`config.mk`:
```
export PLATFORM = sky130hd
export DESIGN_NAME = io_timer
export DESIGN_NICKNAME = d
export VERILOG_FILES = /design/src/rtl/io_timer.sv
export SDC_FILE = /design/constraint.sdc
export NUM_CORES = 1
export LEC_CHECK = 0
export BUFFER_PORTS_ARGS = -buffer_cell sky130_fd_sc_hd__buf_2
export CORE_MARGIN = 5
export CORE_UTILIZATION = 40
export DETAILED_ROUTE_END_ITERATION = 10
export GPL_TIMING_DRIVEN = 0
export PLACE_DENSITY_LB_ADDON = 0.08
export SLEW_MARGIN = 20
export SYNTH_ARGS = -nofsm -noshare
export SYNTH_HDL_FRONTEND = slang
export SYNTH_SLANG_ARGS = --single-unit
```
`constraint.sdc`:
```
create_clock -name clk -period 4.6 [get_ports clk]
set_clock_uncertainty 0.15 [all_clocks]
set_input_delay 0.92 -clock clk [delete_from_list [all_inputs] [get_ports clk]]
set_output_delay 0.92 -clock clk [all_outputs]
set_load 0.005 [all_outputs]
```
`src/rtl/io_timer.sv`:
```
// io_timer: register-mapped programmable interval timer on the IO bus.
// A prescaler divides the clock into ticks. Each tick decrements COUNT.
// When a tick arrives with COUNT already at zero, the timer expires: it
// either reloads from LOAD or stops (one-shot), and it sets a sticky EXP
// flag. EXP is cleared by writing 1 to STATUS bit 0. The interrupt
// request is EXP gated by IE.
module io_timer #(
  parameter int CNT_W = 32,
  parameter int PRE_W = 16
) (
  input  logic        clk,
  input  logic        rst,
  input  logic        ce,
  input  logic        we,
  input  logic [31:0] addr,
  input  logic [31:0] wtData,
  output logic [31:0] rdData,
  output logic        intimer
);

  // Register offsets, selected by addr[4:2].
  localparam logic [2:0] REG_CTRL     = 3'd0;
  localparam logic [2:0] REG_LOAD     = 3'd1;
  localparam logic [2:0] REG_COUNT    = 3'd2;
  localparam logic [2:0] REG_STATUS   = 3'd3;
  localparam logic [2:0] REG_PRESCALE = 3'd4;

  // CTRL fields
  logic             en_q;
  logic             auto_q;
  logic             ie_q;
  // Counting state
  logic [CNT_W-1:0] load_q;
  logic [CNT_W-1:0] count_q;
  logic             exp_q;
  logic [PRE_W-1:0] prescale_q;
  logic [PRE_W-1:0] pre_q;

  logic             wr;
  logic             wr_ctrl;
  logic             wr_load;
  logic             wr_status;
  logic             wr_prescale;
  logic             tick;

  // Only addr[4:2] selects a register. The remaining address bits are
  // intentionally ignored.
  logic             unused_addr;
  assign unused_addr = ^{addr[31:5], addr[1:0]};

  assign wr          = ce & we;
  assign wr_ctrl     = wr && (addr[4:2] == REG_CTRL);
  assign wr_load     = wr && (addr[4:2] == REG_LOAD);
  assign wr_status   = wr && (addr[4:2] == REG_STATUS);
  assign wr_prescale = wr && (addr[4:2] == REG_PRESCALE);

  // A tick occurs on the last cycle of each prescaler period. PRESCALE=0
  // therefore produces a tick on every enabled cycle.
  assign tick = en_q && (pre_q == prescale_q);

  // The interrupt comes from registered state only, so it asserts one
  // cycle after the expiry edge.
  assign intimer = exp_q & ie_q;

  // Register file, prescaler and down-counter, in one clocked process.
  // NOTE: every assignment here is non-blocking. When two assignments hit
  // the same register on the same edge, the one written later in the
  // block wins. The statement order below therefore encodes the update
  // priorities: a tick-driven update beats a STATUS clear, and a bus
  // write beats a tick-driven update.
  always_ff @(posedge clk) begin
    if (rst) begin
      en_q       <= 1'b0;
      auto_q     <= 1'b0;
      ie_q       <= 1'b0;
      load_q     <= '0;
      count_q    <= '0;
      exp_q      <= 1'b0;
      prescale_q <= '0;
      pre_q      <= '0;
    end else begin
      // The prescaler runs only while enabled. It holds at zero otherwise.
      if (!en_q || tick) begin
        pre_q <= '0;
      end else begin
        pre_q <= pre_q + PRE_W'(1);
      end

      // Write-1-to-clear of EXP. This comes before the expiry logic so that
      // an expiry on the same edge sets the flag again.
      if (wr_status && wtData[0]) begin
        exp_q <= 1'b0;
      end

      if (tick) begin
        if (count_q != '0) begin
          count_q <= count_q - CNT_W'(1);
        end else begin
          exp_q <= 1'b1;
          if (auto_q) begin
            count_q <= load_q;
          end else begin
            en_q <= 1'b0;
          end
        end
      end

      // A CTRL write overrides the one-shot disable on the same edge.
      // A rising EN restarts the prescaler period from zero.
      if (wr_ctrl) begin
        en_q   <= wtData[0];
        auto_q <= wtData[1];
        ie_q   <= wtData[2];
        if (!en_q && wtData[0]) begin
          pre_q <= '0;
        end
      end

      // A LOAD write restarts the whole interval. It wins over any
      // tick-driven COUNT update on the same edge.
      if (wr_load) begin
        load_q  <= wtData[CNT_W-1:0];
        count_q <= wtData[CNT_W-1:0];
        pre_q   <= '0;
      end

      if (wr_prescale) begin
        prescale_q <= wtData[PRE_W-1:0];
      end
    end
  end

  // Combinational read mux. It returns zero unless this is a read access.
  // NOTE: rdData gets a default before the case statement, so every path
  // assigns it and no latch is inferred.
  always_comb begin
    rdData = '0;
    if (ce && !we) begin
      case (addr[4:2])
        REG_CTRL:     rdData[2:0]       = {ie_q, auto_q, en_q};
        REG_LOAD:     rdData[CNT_W-1:0] = load_q;
        REG_COUNT:    rdData[CNT_W-1:0] = count_q;
        REG_STATUS:   rdData[0]         = exp_q;
        REG_PRESCALE: rdData[PRE_W-1:0] = prescale_q;
        default:      rdData            = '0;
      endcase
    end
  end

endmodule
```
Word level (Yosys, flattened, before mapping)

Cells that the tools add are included.

Register bits: 100
Output and inout bits: 33

Add/sub/neg operators: 2
Equality and inequality tests: 7
Mux-type cells: 19
Bitwise operators: 2
Reductions and logical operators: 19

Operators with widths:

| cell                    | number |
|---|---|
| $mux W32                | 5 |
| $mux W16                | 3 |
| $pmux W13 S3            | 1 |
| $pmux W16 S2            | 1 |
| $reduce_bool A32 Y1     | 1 |
| $sub A32 B1 Y32 const B | 1 |
| $add A16 B1 Y16 const B | 1 |
| $eq A16 B16 Y1          | 1 |
| $logic_and A1 B1 Y1     | 8 |
| $pmux W2 S4             | 1 |
| $mux W1                 | 7 |
| $eq A3 B2 Y1 const B    | 2 |
| $pmux W1 S5             | 1 |
| $reduce_bool A2 Y1      | 2 |
| $eq A3 B1 Y1 const B    | 1 |
| $eq A3 B3 Y1 const B    | 1 |
| $logic_not A3 Y1        | 1 |
| $reduce_and A3 Y1       | 1 |
| $reduce_bool A3 Y1      | 1 |
| $and A1 B1 Y1           | 2 |
| $logic_not A1 Y1        | 2 |
| $ne A2 B1 Y1 const B    | 1 |
| $ne A2 B2 Y1 const B    | 1 |
| $reduce_and A2 Y1       | 1 |
| other kinds (2)         | 2 |

Depth between registers and ports, before layout

Gate-level depths: netlist (run 1).

Word-level depth: 6
Mapped depth: 11
Mapped depth without buffers: 8

Worst setup path before layout (run 1)

No wires, ideal clock.

Kind: in2out
From: input addr[2]
To: output rdData[12]
Arrival time: 2.232 ns
Data required time: 3.530 ns
Setup slack: 1.298 ns
Cell stages on the path: 6
Buffers on the path: 3
Cell sequence: buf_1 nor3b_1 clkbuf_1 clkbuf_1 a21oi_1 nor2_1

Cells in the longest elaborated chain, start to end: 3

RTL lines:

| item                                       | RTL line | text |
|---|---|---|
| start: declaration                         | 15       | `input logic [31:0] addr,` |
| $eq A3 B3 Y1, or another cell as far along | 139      | `case (addr[4:2])` |
| $pmux W13 S3 (*)                           | 139      |  |
| $mux W32 (*)                               | 138      | `if (ce && !we) begin` |
| end: declaration                           | 17       | `output logic [31:0] rdData,` |

Mark *: on every way between the ends. The rest lies on a longest branch, timed or not.

Final worst setup path (run 1)

From: input addr[2]
To: output rdData[6]

The elaborated chain is that of the path after synthesis.

==> summary.md, run 1 <==
| Metric | Value |
|---|---|
| Run status | `finished clean` |
| Drt first pass iters | `5` |
| Die H | `129.8 um` |
| Slew @ Worst Pin | `slightly above 0.9 ns` |
| Syn avg cell area | `around 7.6 sq um` |
| Synth Flop Type | `dfxtp_1` |
| Post-synth cell types | `63` |
| Die width | `approximately 130 um` |
| Sink Count | `100` |
| Crit-path max FO | `10` |
| Synth area leader | `dfxtp_1` |
| Sw frac | `32.77%` |
| Power density over the cells | `316.7 nW/um^2` |
| Clk pwr share | `34.7%` |
| Gate Count Post-Synth | `between 700 and 800` |
| CTS tree | `built` |
| CTS buffer count | `9` |
| RSZ-0062 raised after global routing | `no` |
| Latest clock arrival within the worst-skew pair | `between 0.3 and 0.4 ns` |
| Setup TNS | `0 ns` |
| Post-synthesis sequential area ratio | `between 30% and 40%` |
| #FFs+latches synth | `100` |
| DRC Markers | `0` |
| DR WL/cell | `19.62 um` |
| Max Slew Vio Count | `0` |
| Internal power | `approximately 1400 uW` |
| Worst min path class | `flip-flop to flip-flop` |
| ANT cells | `0` |
| ANT nets after route | `0` |
| Count leader, synth | `nor2_1` |
| Slew HR | `between 30% and 40%` |
| P_leak | `about 0.0026 uW` |
| Starting Density | `between 40% and 50%` |
| Commonest cells post-synth | `nor2_1 (136), nand2_1 (108), dfxtp_1 (100)` |
| Vias in the first global route | `around 5.7k` |
| EDFF count, synth | `0` |
| Largest net degree at the start of global routing | `17` |
| Post-CTS Hold Buffers | `0` |
| Clk slew on worst S/H paths | `0.07 ns` |
| Cts repair resizes | `0` |
| Initial drt markers | `around 600` |
| Buffers on Ports | `between 60 and 70` |
| Synth top area share | `a little over a third` |
| Placer Congestion | `0.8791` |
| Via-to-Cell Ratio | `5.819` |
| Sw Pwr | `slightly below 700 uW` |
| Syn_nets | `828` |
| Placement Rows | `43` |
| Tmin final | `around 4.2 ns` |
| DR vias | `around 5.9k` |
| Total core area | `13,990 sq um` |
| Syn Std Cell Area | `approximately 5700 sq um` |
| Setup violations, final | `0` |
| DIE AREA | `about 17,000 sq um` |
| All-Layer GR Usage | `24.04%` |
| IR drop worst, VDD | `about 0.18 mV` |
| Crit path required time | `roughly 3.5 ns` |
| H-tree depth | `3` |
| CP Class | `primary input to output pin` |
| Root buffer cell | `clkbuf_16` |
| Layout cells sized above 1 | `approximately an eighth` |
| Worst EP arrival | `3.11 ns` |
| Detail Placement HPWL | `~15,000 um` |
| Crit. End Element | `output pin` |
| DRT Wirelength | `20,050 um` |
| Util after Layout | `47.08%` |
| Count of maximum capacitance violations | `0` |
| Final #Nets | `between 900 and 1k` |
| Layout overhead on the synthesized area | `14.76%` |
| Flop pwr share | `42.9%` |
| Grt ovf | `0` |
| Global-route wire length before repair | `approximately 31,000 um` |
| Longest Clk Path Bufs | `2` |
| Postcts setup bufs | `0` |
| Synth Warn # | `0` |
| IO Pins | `101` |
| Final Cycle Share | `90.95%` |
| Initial antenna violation count | `0` |
| Combinational power share | `22.4%` |
| Final hold vios | `0` |
| Largest cells by area after synthesis | `dfxtp_1 (35%), nor2_1 (8.9%), nand2_1 (7.1%), a21oi_1 (5.6%), mux2i_1 (4.7%)` |
| Synth async-reset ratio | `0%` |
| Fmax | `around 0.24 GHz` |
| Startpoint types | `primary input` |
[sequential cells by signal (all words and copies together) (netlist names)]
| signal | cells |
|---|---|
| auto_q | 1 |
| count_q | 32 |
| en_q | 1 |
| exp_q | 1 |
| ie_q | 1 |
| load_q | 32 |
| pre_q | 16 |
| prescale_q | 16 |
[kinds of logic (layout without fill, tap and decap cells)]
| logic type | after synthesis | after routing | share of synthesized area (%) |
|---|---|---|---|
| multiplexers | 27 | 27 | 4.709 |
| buffers and inverters | 69 | 154 | 5.036 |
| XOR/XNOR | 35 | 35 | 5.341 |
| adder cells (fa/ha/maj) | 3 | 3 | 0.6541 |
| AND/OR/NAND/NOR | 325 | 325 | 25.86 |
| AO/OA/AOI/OAI | 198 | 198 | 23.52 |
| flip-flops | 100 | 100 | 34.88 |
[path summary, 6_finish.rpt]
path	startpoint	endpoint	slack (ns)	cells after the start
setup / recovery	addr[2]	rdData[6]	0.42	8
hold / removal	pre_q[0]	pre_q[0]	0.33	1
setup reg to reg	pre_q[2]	count_q[5]	1.07	7
hold reg to reg	pre_q[0]	pre_q[0]	0.33	1
[worst max-delay path: stages]
cell and delay (ns):
buf_2 0.12, buf_1 0.25, nor3b_1 0.39, clkbuf_1 0.59
clkbuf_1 0.41, a21oi_1 0.13, nor2_1 0.15, buf_2 0.14
[power groups by stage]
stage | Sequential (uW) | Clock (uW) | Combinational, uW
after floorplan | 909 | 0 | 308
after global placement | 913 | 0 | 445
after detailed placement | 914 | 0 | 452
after CTS | 893 | 738 | 455
after global routing | 895 | 779 | 503
final | 894 | 724 | 468
[final cells by class]
| class | count | area [sq um] |
|---|---|---|
| repair buffers | 69 | 347.8 |
| flip-flops and latches | 100 | 2002 |
| plain buffers | 59 | 251.5 |
| multi-input cells | 588 | 3453 |
| inverters | 10 | 37.54 |
| clock inverters | 5 | 36.28 |
| fillers | 1451 | 7402 |
| clock buffers | 11 | 232.7 |
| well taps | 180 | 225.2 |
[layer usage]
metal,up-vias,track usage [%],wire length [um]
met5,-,0,0
met4,0,6.051,291
met3,24,5.485,1580
met2,249,37.61,8887
met1,2829,33.64,9289
li1,2845,-,-
[through the flow]
step	hold slack, ns	total power (uW)	setup slack (ns)	instance area [sq um]	cells
finish	0.3324	2086	0.4162	6586	1022
CTS	0.3308	2086	0.4207	6586	1022
global placement	0.3047	1358	0.1094	6305	1005
detailed placement	0.3215	1366	0.4265	6317	1006
global route	0.3471	2177	0.2577	6586	1022
floorplan	0.2854	1216	1.298	5739	757
[layout by cell type, fill, tap and decap left out, types with 3 or more instances in the layout]
master / instances
a211oi_1: 5
a21o_1: 3
a21oi_1: 64
a22oi_1: 30
a2bb2oi_1: 7
a311oi_1: 5
a311oi_2: 6
a32o_1: 4
a32oi_1: 4
and3_1: 5
buf_1: 7
buf_2: 70
buf_6: 3
clkbuf_1: 47
clkbuf_16: 9
dfxtp_1: 100
ha_1: 3
inv_1: 10
mux2i_1: 27
nand2_1: 108
nand3_1: 14
nand4_1: 6
nor2_1: 136
nor3_1: 14
nor3b_1: 4
nor4_1: 10
nor4_2: 3
o211ai_1: 7
o21ai_0: 34
o21bai_1: 5
o2bb2ai_1: 3
or4_1: 5
xnor2_1: 5
xor2_1: 30
Note: power is estimated with default switching activity, not from simulation.
==> inputs of run 2 (changes only) <==
Settings changed: CORE_MARGIN 5 to default, PLACE_DENSITY from default to 0.65, PLACE_DENSITY_LB_ADDON 0.08 to default.
==> run 2 against run 1 <==
Against the previous run: non-clock buffer count fell by 1; first-iteration DRC count fell by 2.0%; maximum frequency rose by 2.2%; highest routed layer unchanged; worst setup slack improved by 0.091 ns; via count fell by 1.2%.
==> summary.md, run 2 (synthesis results as in run 1) <==
| Metric | Value |
|---|---|
| Run status | `finished clean` |
| Max Slew Vio Count | `0` |
| Worst EP arrival | `3.02 ns` |
| Count of maximum capacitance violations | `0` |
| Clk slew on worst S/H paths | `roughly 0.07 ns` |
| Initial drt markers | `between 500 and 600` |
| Total core area | `~14,000 sq um` |
| All-Layer GR Usage | `about a quarter` |
| Crit path required time | `3.53 ns` |
| Die H | `around 120 um` |
| ANT nets after route | `0` |
| Setup TNS | `0 ns` |
| Placement Rows | `43` |
| Largest net degree at the start of global routing | `17` |
| Final Cycle Share | `about nine tenths` |
| Final #Nets | `907` |
| Detail Placement HPWL | `between 10,000 and 15,000 um` |
| Setup violations, final | `0` |
| CTS tree | `built` |
| DRC Markers | `0` |
| # fillers | `1,397` |
| Fmax | `0.2443 GHz` |
| Placed Area | `6310 sq um` |
| Placer Congestion | `approximately 0.89` |
| DIE AREA | `14,830 sq um` |
| Crit. End Element | `output pin` |
| CP Class | `primary input to output pin` |
| Worst min path class | `flip-flop to flip-flop` |
| Postcts setup bufs | `0` |
| Longest Clk Path Bufs | `2` |
| IR drop worst, VDD | `between 0.15 and 0.2 mV` |
| Metal-1 WL | `roughly 8500 um` |
| Layout overhead on the synthesized area | `15.46%` |
| Startpoint types | `primary input` |
| Buffers on Ports | `approximately 70` |
| Die width | `121.8 um` |
| Tmin final | `approximately 4.1 ns` |
| Initial antenna violation count | `0` |
| Grt ovf | `0` |
| Via-to-Cell Ratio | `around 5.8` |
| Fin area | `between 6000 and 7000 sq um` |
| Cts repair resizes | `0` |
| DR WL/cell | `about 18 um` |
| Latest clock arrival within the worst-skew pair | `0.36 ns` |
| DR vias | `approximately 5.9k` |
| Post-CTS Hold Buffers | `0` |
| ANT cells | `0` |
| Routed wl met3 | `between 1000 and 1500 um` |
| Commonest non-fill, non-tap cell in the layout | `nor2_1` |
| Crit-path max FO | `10` |
| IO Pins | `101` |
| Slew HR | `35.67%` |
| Sink Count | `100` |
| DRT Wirelength | `18,460 um` |
| H-tree depth | `3` |
| Power density over the cells | `329.0 nW/um^2` |
| Most frequent cells in the layout | `nor2_1 (136), nand2_1 (108), dfxtp_1 (100), buf_2 (70), a21oi_1 (64)` |
| Root buffer cell | `clkbuf_16` |
| Non-filler cells, final | `between 1k and 1.5k` |
| Met2 WL post-DR | `approximately 8300 um` |
| CTS buffer count | `9` |
| Layout cells sized above 1 | `a little over an eighth` |
| Vias in the first global route | `between 5k and 6k` |
| Final hold vios | `0` |
| # placed instances | `about 1k` |
| Starting Density | `41.19%` |
| Top Layer Used | `met4` |
| Global-route wire length before repair | `29,330 um` |
| Biggest regs | `count_q x32, load_q x32` |
| RSZ-0062 raised after global routing | `no` |
| Drt first pass iters | `6` |
| Slew @ Worst Pin | `0.9516 ns` |
| P_leak | `0.002568 uW` |
## run 2: cell types whose count changed in the layout (fill, tap and decap cells not counted)
| cell | change |
|---|---|
| buf_4 | -1 |
| bufinv_16 | +2 |
| clkbuf_1 | -2 |
| clkinv_2 | +1 |
| clkinvlp_4 | +1 |
| inv_6 | -2 |
## run 2: power breakdown
group          switching (uW)  internal [uW]  total, uW  leakage, uW
Clock                     357            475        832     0.000155
Combinational             301            153        454      0.00161
Sequential               16.0            878        894     0.000807
Total                     674           1510       2180      0.00257
## run 2: layout make-up
class	count	area, sq um	share of cell area, %
buffer	59	251.5	3.795
clock buffer	9	225.2	3.399
clock inverter	7	91.34	1.378
inverter	10	37.54	0.5665
multi-input combinational	588	3453	52.11
sequential	100	2002	30.21
tap	180	225.2	3.399
timing repair buffer	68	340.3	5.136
## run 2: path summary, 6_finish.rpt
path / from / endpoint / slack (ns) / cells past startpoint
setup / recovery: addr[2] / rdData[12] / 0.51 / 8
hold / removal: pre_q[0] / pre_q[0] / 0.32 / 1
setup reg to reg: pre_q[7] / count_q[5] / 1.24 / 8
hold reg to reg: pre_q[0] / pre_q[0] / 0.32 / 1
## run 2: routing by layer
metal | GRT usage [%] | vias up
met5 | 0 | -
met4 | 8.796 | 0
met3 | 4.682 | 25
met2 | 39.62 | 256
met1 | 36.69 | 2753
li1 | - | 2843
## run 2: critical path, cell delays in order
cell and delay (ns):
buf_2 0.12, buf_1 0.25, nor3b_1 0.36, clkbuf_1 0.55
clkbuf_1 0.42, a21oi_1 0.13, nor2_1 0.14, buf_2 0.13
## run 2: through the flow
stage	util (%)	power, uW	setup slack, ns	hold slack (ns)
floorplan	-	1216	1.298	0.2854
global placement	45.25	1354	0.2520	0.3047
detailed placement	45.28	1355	0.5019	0.3093
CTS	47.55	2172	0.4961	0.3247
global route	47.55	2264	0.2539	0.3469
finish	47.55	2180	0.5072	0.3199
==> inputs of run 3 (changes only) <==
Clock period 4.6 ns to 3.8 ns, I/O delays scaled along.
==> run 3 against run 2 <==
Against the previous run: total power grew 21%; die area is the same; via count shrank 1.2%; worst setup slack lost 0.28 ns; register-to-register slack lost 0.83 ns; first-iteration DRC count grew 1.0%.
==> summary.md, run 3 (synthesis results as in run 1) <==
| Metric | Value |
|---|---|
| CTS buffer count | `9` |
| IR drop worst, VDD | `roughly 0.22 mV` |
| # fillers | `roughly 1.4k` |
| CP top delay family | `buffers and inverters` |
| RSZ-0062 raised after global routing | `no` |
| Worst-path cell chain | `clkbuf_1 > inv_1 > nor2_1 > clkbuf_1 > a22oi_1 > nor2_1 > a21oi_1 > nor2_1 > buf_2` |
| Die width | `121.8 um` |
| Layout cells sized above 1 | `between 10% and 20%` |
| Internal power | `approximately 1800 uW` |
| Buffers on Ports | `just under 70` |
| # placed instances | `roughly 1.0k` |
| Clk slew on worst S/H paths | `0.07 ns` |
| Met1 Use GR | `36.71%` |
| Biggest regs | `count_q x32, load_q x32` |
| Count of maximum capacitance violations | `0` |
| H-tree depth | `3` |
| Grt ovf | `0` |
| Starting Density | `slightly above 40%` |
| Met2 Use GR | `just under 40%` |
| Clk pwr share | `between 30% and 40%` |
| Largest net degree at the start of global routing | `17` |
| Post-CTS Hold Buffers | `0` |
| Final hold vios | `0` |
| CTS tree | `built` |
| Commonest non-fill, non-tap cell in the layout | `nor2_1` |
| Initial drt markers | `between 500 and 600` |
| Sink Count | `100` |
| Fin area | `about 6600 sq um` |
| P_leak | `~0.0026 uW` |
| Placed Area | `approximately 6300 sq um` |
| Slew @ Worst Pin | `a little over 0.9 ns` |
| GR peak layer | `met2` |
| All-Layer GR Usage | `around 26%` |
| Worst R2R Start | `pre_q[7]` |
| Critical path's slowest cell | `clkbuf_1` |
| Reg2reg end | `count_q[8]` |
| Postcts setup bufs | `0` |
| Fmax | `between 0.2 and 0.3 GHz` |
| Final #Nets | `roughly 910` |
| Placer Congestion | `approximately 0.89` |
| Total core area | `13,930 sq um` |
| Setup violations, final | `0` |
| Layout overhead on the synthesized area | `15.41%` |
| Final Cycle Share | `~94%` |
| DRT Wirelength | `18,420 um` |
| Combinational power share | `20.9%` |
| GR Util met3 | `approximately 4.5%` |
| Drt first pass iters | `6` |
| DR WL/cell | `roughly 18 um` |
| Slew HR | `between 30 and 40%` |
| Crit. End Element | `output pin` |
| Most frequent cells in the layout | `nor2_1 (136), nand2_1 (108), dfxtp_1 (100), buf_2 (70), a21oi_1 (64)` |
| Final hold slack | `about 0.32 ns` |
| Tmin final | `roughly 3.6 ns` |
| DRC Markers | `0` |
| Placement Rows | `43` |
| Sw Pwr | `811.7 uW` |
| Sw frac | `between 30% and 40%` |
| Hold path depth | `1` |
| Run status | `finished clean` |
| DR vias | `5,807` |
| Root buffer cell | `clkbuf_16` |
| Initial antenna violation count | `0` |
| Crit-path max FO | `10` |
| R2R depth | `8` |
| Crit path required time | `2.89 ns` |
| Crit path to | `rdData[12]` |
| Worst path most repeated cell | `nor2_1` |
| R2R setup slack | `0.41 ns` |
| Longest Clk Path Bufs | `2` |
| Flop pwr share | `approximately 41%` |
| Worst Path Buf+Inv | `4` |
| DIE AREA | `approximately 15,000 sq um` |
| Latest clock arrival within the worst-skew pair | `~0.36 ns` |
| Crit path largest cell delay | `0.49 ns` |
| Worst min path class | `flip-flop to flip-flop` |
| Via-to-Cell Ratio | `around 5.7` |
| Die H | `~120 um` |
| ANT cells | `0` |
| Util after Layout | `between 40% and 50%` |
| Global-route wire length before repair | `29,320 um` |
| Detail Placement HPWL | `between 10,000 and 15,000 um` |
| Startpoint types | `primary input` |
| CP Depth | `9` |
| CP Class | `primary input to output pin` |
| Power density over the cells | `between 300 and 400 nW/um^2` |
| IO Pins | `101` |
| Worst EP arrival | `roughly 2.7 ns` |
| Vias in the first global route | `around 5.4k` |
| Max Slew Vio Count | `0` |
| Crit. Startpoint | `addr[4]` |
| Non-filler cells, final | `roughly 1k` |
| ANT nets after route | `0` |
==> run 3: how the worst min path moves through the flow <==
stage / startpoint / to / slack (ns)
floorplan: pre_q[0] / pre_q[0] / 0.29
global placement: pre_q[0] / pre_q[0] / 0.30
detailed placement: pre_q[0] / pre_q[0] / 0.31
CTS: pre_q[0] / pre_q[0] / 0.32
global route: pre_q[0] / pre_q[0] / 0.35
finish: pre_q[0] / pre_q[0] / 0.32
==> run 3: power by group through the flow <==
| stage | combinational (uW) | sequential [uW] | clock (uW) |
|---|---|---|---|
| floorplan | 373 | 1100 | 0 |
| global placement | 533 | 1110 | 0 |
| detailed placement | 535 | 1110 | 0 |
| CTS | 537 | 1080 | 1010 |
| global route | 599 | 1080 | 1060 |
| finish | 550 | 1080 | 1000 |
==> run 3: through the flow <==
step | total power [uW] | setup slack (ns) | setup TNS, ns
after floorplan | 1472 | 0.8178 | 0
after global placement | 1639 | -0.3880 | -9.933
after detailed placement | 1641 | 0.02189 | 0
after CTS | 2629 | 0.01609 | 0
after global routing | 2739 | 0.08045 | 0
final | 2634 | 0.2266 | 0
==> run 3: worst register-to-register path, delay by kind of cell (launching register included) <==
family / cells / cell delay, ns
AND/OR/NAND/NOR: 3 / 1.09
buffers and inverters: 2 / 0.81
AO/OA/AOI/OAI: 2 / 0.81
flip-flops: 1 / 0.32
XOR/XNOR: 1 / 0.12
==> run 3: what timing repair did <==
item | 4_1_cts | 5_1_grt
setup endpoints to repair | 0 | 10
gates resized for setup | 0 | 2
hold endpoints to repair | 0 | 0
==> run 3: layout make-up <==
| type | instances | area [sq um] | area share, % |
|---|---|---|---|
| Multi-Input combinational cell | 588 | 3453 | 52.13 |
| Clock buffer | 9 | 225.2 | 3.400 |
| Sequential cell | 100 | 2002 | 30.22 |
| Clock inverter | 7 | 91.34 | 1.379 |
| Inverter | 10 | 37.54 | 0.5667 |
| Timing Repair Buffer | 68 | 340.3 | 5.138 |
| Tap cell | 180 | 225.2 | 3.400 |
| Buffer | 58 | 249.0 | 3.759 |
==> run 3: layer usage <==
metal  vias to the layer above  part of all wire, %  wire [um]
met1                      2685                   46       8420
met4                         0                  1.8        337
met5                         -                    0          0
li1                       2841                    -          -
met3                        33                  7.8       1429
met2                       248                   45       8228
